File: src/rtl/hub75_capture.sv
// HUB75 panel receiver: rebuilds each latched row from the sclk/lat stream and
// replays it as a column-ordered valid/ready pixel-write stream with error flags.
module hub75_capture #(
   parameter int COLS = 32,
   parameter int ROWS = 8
) (
   input  logic       clk,
   input  logic       rst,
   input  logic       sclk,
   input  logic       blank,
   input  logic       lat,
   input  logic [2:0] disp_row,
   input  logic [2:0] rgb1,
   input  logic [2:0] rgb2,
   output logic       wr_valid,
   input  logic       wr_ready,
   output logic [2:0] wr_row,
   output logic [7:0] wr_col,
   output logic [2:0] wr_rgb1,
   output logic [2:0] wr_rgb2,
   output logic       frame_done,
   output logic       len_err,
   output logic       lat_err,
   output logic       ovr_err
);

   localparam int              CNTW     = $clog2(COLS + 2);
   localparam logic [CNTW-1:0] CNT_FULL = CNTW'(COLS);
   localparam logic [CNTW-1:0] CNT_SAT  = CNTW'(COLS + 1);
   localparam logic [7:0]      LAST_COL = 8'(COLS - 1);
   localparam logic [2:0]      LAST_ROW = 3'(ROWS - 1);

   typedef enum logic {IDLE, DRAIN} state_t;

   state_t          r_state, w_state_nxt;
   logic            r_sclk_p0, r_lat_p0, r_blank_p0;
   logic [2:0]      r_row_p0, r_rgb1_p0, r_rgb2_p0;
   logic            r_sclk_p1, r_lat_p1;
   logic [CNTW-1:0] r_shift_cnt, w_cnt_nxt;
   logic [5:0]      r_sr     [COLS];
   logic [5:0]      w_sr_nxt [COLS];
   logic [5:0]      r_rowbuf [COLS];
   logic [5:0]      w_pix;
   logic [7:0]      r_wr_col;
   logic [2:0]      r_wr_row;
   logic            r_len_err, r_lat_err, r_ovr_err;
   logic            w_sclk_rise, w_lat_rise, w_beat, w_last;

   function automatic logic [CNTW-1:0] sat_inc(input logic [CNTW-1:0] v);
      return (v == CNT_SAT) ? v : v + 1'b1;
   endfunction

   // Stage p0: registered panel inputs; stage p1: previous sample for edge detect
   always_ff @(posedge clk) begin
      r_rgb1_p0  <= rgb1;
      r_rgb2_p0  <= rgb2;
      r_row_p0   <= disp_row;
      r_blank_p0 <= blank;
      if (!rst) begin
         r_sclk_p0 <= 1'b0;
         r_lat_p0  <= 1'b0;
         r_sclk_p1 <= 1'b0;
         r_lat_p1  <= 1'b0;
      end else begin
         r_sclk_p0 <= sclk;
         r_lat_p0  <= lat;
         r_sclk_p1 <= r_sclk_p0;
         r_lat_p1  <= r_lat_p0;
      end
   end

   assign w_sclk_rise = r_sclk_p0 & ~r_sclk_p1;
   assign w_lat_rise  = r_lat_p0 & ~r_lat_p1;

   // Shift is resolved before the latch so a coincident rise lands in the row
   always_comb begin
      w_sr_nxt = r_sr;
      if (w_sclk_rise) begin
         w_sr_nxt[0] = {r_rgb1_p0, r_rgb2_p0};
         for (int i = 1; i < COLS; i++) w_sr_nxt[i] = r_sr[i-1];
      end
      w_cnt_nxt = w_sclk_rise ? sat_inc(r_shift_cnt) : r_shift_cnt;
   end

   always_ff @(posedge clk) begin
      r_sr <= w_sr_nxt;
      if (w_lat_rise && r_state == IDLE) r_rowbuf <= w_sr_nxt;
   end

   always_ff @(posedge clk) begin
      if (!rst) begin
         r_shift_cnt <= '0;
         r_wr_row    <= '0;
         r_wr_col    <= '0;
         r_len_err   <= 1'b0;
         r_lat_err   <= 1'b0;
         r_ovr_err   <= 1'b0;
      end else begin
         r_shift_cnt <= w_lat_rise ? '0 : w_cnt_nxt;
         if (w_lat_rise) begin
            if (w_cnt_nxt != CNT_FULL) r_len_err <= 1'b1;
            if (!r_blank_p0)           r_lat_err <= 1'b1;
            if (r_state == DRAIN)      r_ovr_err <= 1'b1;
            else                       r_wr_row  <= r_row_p0;
         end
         if (w_beat) r_wr_col <= w_last ? 8'd0 : r_wr_col + 8'd1;
      end
   end

   always_ff @(posedge clk) begin
      if (!rst) r_state <= IDLE;
      else      r_state <= w_state_nxt;
   end

   assign w_last = (r_wr_col == LAST_COL);
   assign w_beat = wr_valid & wr_ready;

   always_comb begin
      w_state_nxt = r_state;
      wr_valid    = 1'b0;
      frame_done  = 1'b0;
      case (r_state)
         IDLE: if (w_lat_rise) w_state_nxt = DRAIN;
         DRAIN: begin
            wr_valid = 1'b1;
            if (wr_ready && w_last) begin
               w_state_nxt = IDLE;
               frame_done  = (r_wr_row == LAST_ROW);
            end
         end
         default: w_state_nxt = IDLE;
      endcase
   end

   // Column select without truncating wr_col, so any COLS up to 256 works
   always_comb begin
      w_pix = '0;
      for (int i = 0; i < COLS; i++)
         if (r_wr_col == 8'(i)) w_pix = r_rowbuf[i];
   end

   assign wr_row  = r_wr_row;
   assign wr_col  = r_wr_col;
   assign wr_rgb1 = (r_state == DRAIN) ? w_pix[5:3] : 3'd0;
   assign wr_rgb2 = (r_state == DRAIN) ? w_pix[2:0] : 3'd0;
   assign len_err = r_len_err;
   assign lat_err = r_lat_err;
   assign ovr_err = r_ovr_err;

endmodule

File: config.mk
export PLATFORM = sky130hd
export DESIGN_NAME = hub75_capture
export DESIGN_NICKNAME = d
export VERILOG_FILES = /design/src/rtl/hub75_capture.sv
export SDC_FILE = /design/constraint.sdc
export NUM_CORES = 1
export LEC_CHECK = 0
export CORE_ASPECT_RATIO = 0.5
export CORE_MARGIN = 3
export CORE_UTILIZATION = 60
export DETAILED_ROUTE_END_ITERATION = 10
export PLACE_DENSITY = 0.83
export SETUP_SLACK_MARGIN = 0.1
export SKIP_LAST_GASP = 1
export SLEW_MARGIN = 10
export SYNTH_ARGS = -nofsm -noshare
export SYNTH_HDL_FRONTEND = slang
export SYNTH_SLANG_ARGS = --single-unit
File: constraint.sdc
create_clock -name clk -period 16.4 [get_ports clk]
set_clock_uncertainty 0.15 [all_clocks]
set_input_delay 4.92 -clock clk [delete_from_list [all_inputs] [get_ports clk]]
set_output_delay 4.92 -clock clk [all_outputs]
set_load 0.02 [all_outputs]
==> results.cfg <==
[global_route]
antenna_found_initial = 0
grt_pass1_vias = 11600
grt.total_usage_pct = 27.4
grt_overflow = 0
grt_pass1_wl_um = 62100
grt_max_degree = 193

[yosys]
synth-edff-count = 192
ys_ff_latch = 419
netlist_area_sq_um = 16000
ys.flop_type = dfxtp_1
postSynthCellCount = 1600
yosys.area.top_type_share_pct = 36.1
yosysUniqueCellTypes = 76
syn_avg_cell_area_sq_um = 9.99
synthTopCellsByArea = edfxtp_1 36%, dfxtp_1 28%, nand2_1 15%
synth.largest_area_cell = edfxtp_1
yosys_warnings = 0
syn_nets = 1621
synthArstFlopShare_pct = 0
synth-seq-area-share_pct = 64.5

[clock_tree]
cts_buffers = 35
cts_setup_buffers = 0
clock_path_buffers = 3
cts_root_buf = clkbuf_16
clk_pin_slew_ns = 0.07
insertion_delay_ns = 0.52
cts_sinks = 419
cts_resized = 0
tritoncts = done
postCtsHoldBufs = 0
cts-htree-levels = 2

[floorplan]
initial_core_util_pct = 62.2
die-area_sq_um = 28700
pin_count = 37
core_sq_um = 25700
die_y_um = 121
die_w_um = 237
num_rows = 41

[worst_setup_path]
reg2reg_depth = 4
crit_path_end_kind = output port
reg2reg_from = r_lat_p1
crit_fanout = 6
r2r-end = r_rowbuf[24]
rrSetupSlack_ns = 13.33
cp-startpoint = wr_ready
crit_arrival_ns = 6.39
startpoint_type = primary input
critPathKind = in2out
required_ns = 11.33

[routing]
viasPerCell = 6.10
drt_iter0_drc = 1605
firstDrtPassIters = 7
ant_nets = 0
vias = 12000
wl_per_cell_um = 20.1
drc = 0
routed_wl_um = 39500

[outcome]
status = finished, final reports clean

[power_and_ir_drop]
clkPwrFrac_pct = 39.5
p_per_area_nw_per_um2 = 125
combPwrFrac_pct = 5.8
peakVddDrop_v = 0.0000782
cellLeakagePower_uw = 0.00707
seq_power_share_pct = 54.8
p_sw_share_pct = 22.3
p_switching_uw = 498
p_int_uw = 1730

[timing]
clock.fmax_mhz = 87.2
worstMarginPinSlew_ns = 1.16
period_share_pct = 69.9
max_slew_margin_pct = 22.5
rsz0062_at_grt = false
final.setup.tns_ns = 0
hold_violations = 0
finalCriticalPeriod_ns = 11.46
setup_viol = 0
final-max-slew-violation-count = 0

[cells_and_area]
finalNonFillerCells = 1966
multiInputGateArea_sq_um = 5230
n_antenna_cell = 0
layout.cells.most_common = nand2_1
syn2layout_area_growth_pct = 11.3
final-seq-area_sq_um = 10300
finalNetCount = 1617
n_fill_cell = 1785
final_cell_mix = 633 x nand2_1, 227 x dfxtp_1, 192 x edfxtp_1
drive_gt1_share_pct = 6.10

[hold_path]
hold_class = reg2reg
holdPathStages = 2
hold_start = r_rgb2_p0[2]
hold_end = r_sr[188]

[place]
dp.cells = 1903
hpwl_um = 24900
gp_congestion = 0.962
io_buffers = 36

[flow_run]
maxCapViolCount = 0
worst max-delay path, cell delays in order:
cell,delay (ns)
clkdlybuf4s50_1,0.47
nand2_1,0.14
nor3_1,0.23
clkdlybuf4s50_1,0.64
registers in the layout (all words and copies together) (netlist names), 3 cells and up:
register and cells:
r_row_p0 3, wr_row 3, r_rowbuf 192, wr_col 8, r_shift_cnt 6, r_sr 192, r_rgb1_p0 3, r_rgb2_p0 3
synthesized netlist by cell type (6+ instances only):
cell,n
nand2_1,633
dfxtp_1,227
edfxtp_1,192
clkbuf_1,69
nor2_1,58
o21ai_0,52
a21oi_1,38
nand3_1,30
o22ai_1,23
nor3_1,20
a221oi_1,18
buf_2,17
inv_1,16
a211oi_1,15
o211ai_1,12
a22oi_1,11
nand4_1,9
nor2b_1,9
o221ai_1,9
and2_1,8
a31oi_1,7
nand2b_1,7
xor2_1,7
ha_1,6
cells by family (layout without fill, tap and decap cells):
| group | count (synthesis) | after routing | synth area share (%) |
|---|---|---|---|
| simple gates | 821 | 821 | 21.7 |
| compound gates | 230 | 230 | 9.67 |
| mux | 1 | 1 | 0.0705 |
| xor+xnor | 11 | 11 | 0.603 |
| flops | 419 | 419 | 64.5 |
| fa+ha+maj | 6 | 6 | 0.470 |
| buf+inv | 112 | 134 | 2.98 |
metrics by stage:
| stage | util (%) | setup slack (ns) | hold WS [ns] | power, uW | area, sq um |
|---|---|---|---|---|---|
| 2_1_floorplan | - | 5.78 | 0.258 | 1330 | 16000 |
| 3_3_place_gp | 64.4 | 4.99 | 0.270 | 1360 | 16500 |
| 3_5_place_dp | 64.4 | 4.94 | 0.287 | 1370 | 16500 |
| 4_1_cts | 69.2 | 4.95 | 0.303 | 2240 | 17800 |
| 5_1_grt | 69.2 | 4.85 | 0.321 | 2300 | 17800 |
| 6_report | 69.2 | 4.94 | 0.297 | 2230 | 17800 |
worst max-delay path by stage:
stage            endpoint  slack (ns)
3_5_place_dp   frame_done        4.94
2_1_floorplan  frame_done        5.78
4_1_cts        frame_done        4.95
6_report       frame_done        4.94
3_3_place_gp   frame_done        4.99
5_1_grt        frame_done        4.85
cell type report:
cell class	count	share of cell area, %
clock buffers	53	6.35
clock inverters	10	0.605
inverters	16	0.338
multi-input cells	1069	29.4
flip-flops and latches	419	58.0
well taps	344	2.42
repair buffers	55	2.90
power by group through the flow:
stage | clock [uW] | sequential, uW | combinational, uW
after floorplan | 0 | 1240 | 86.4
after CTS | 888 | 1220 | 128
final | 880 | 1220 | 129
after global routing | 931 | 1230 | 144
after detailed placement | 0 | 1240 | 126
after global placement | 0 | 1240 | 119
routing by layer:
metal / part of all wire [%] / routed length, um / up-vias / track usage [%]
met5: 0 / 0 / - / 0
met4: 2.8 / 1090 / 0 / 9.88
met3: 9.2 / 3650 / 101 / 5.47
met2: 46 / 18300 / 673 / 43.8
met1: 42 / 16500 / 5734 / 37.7
li1: - / - / 5492 / -
Power figures use the tool's default switching activity.
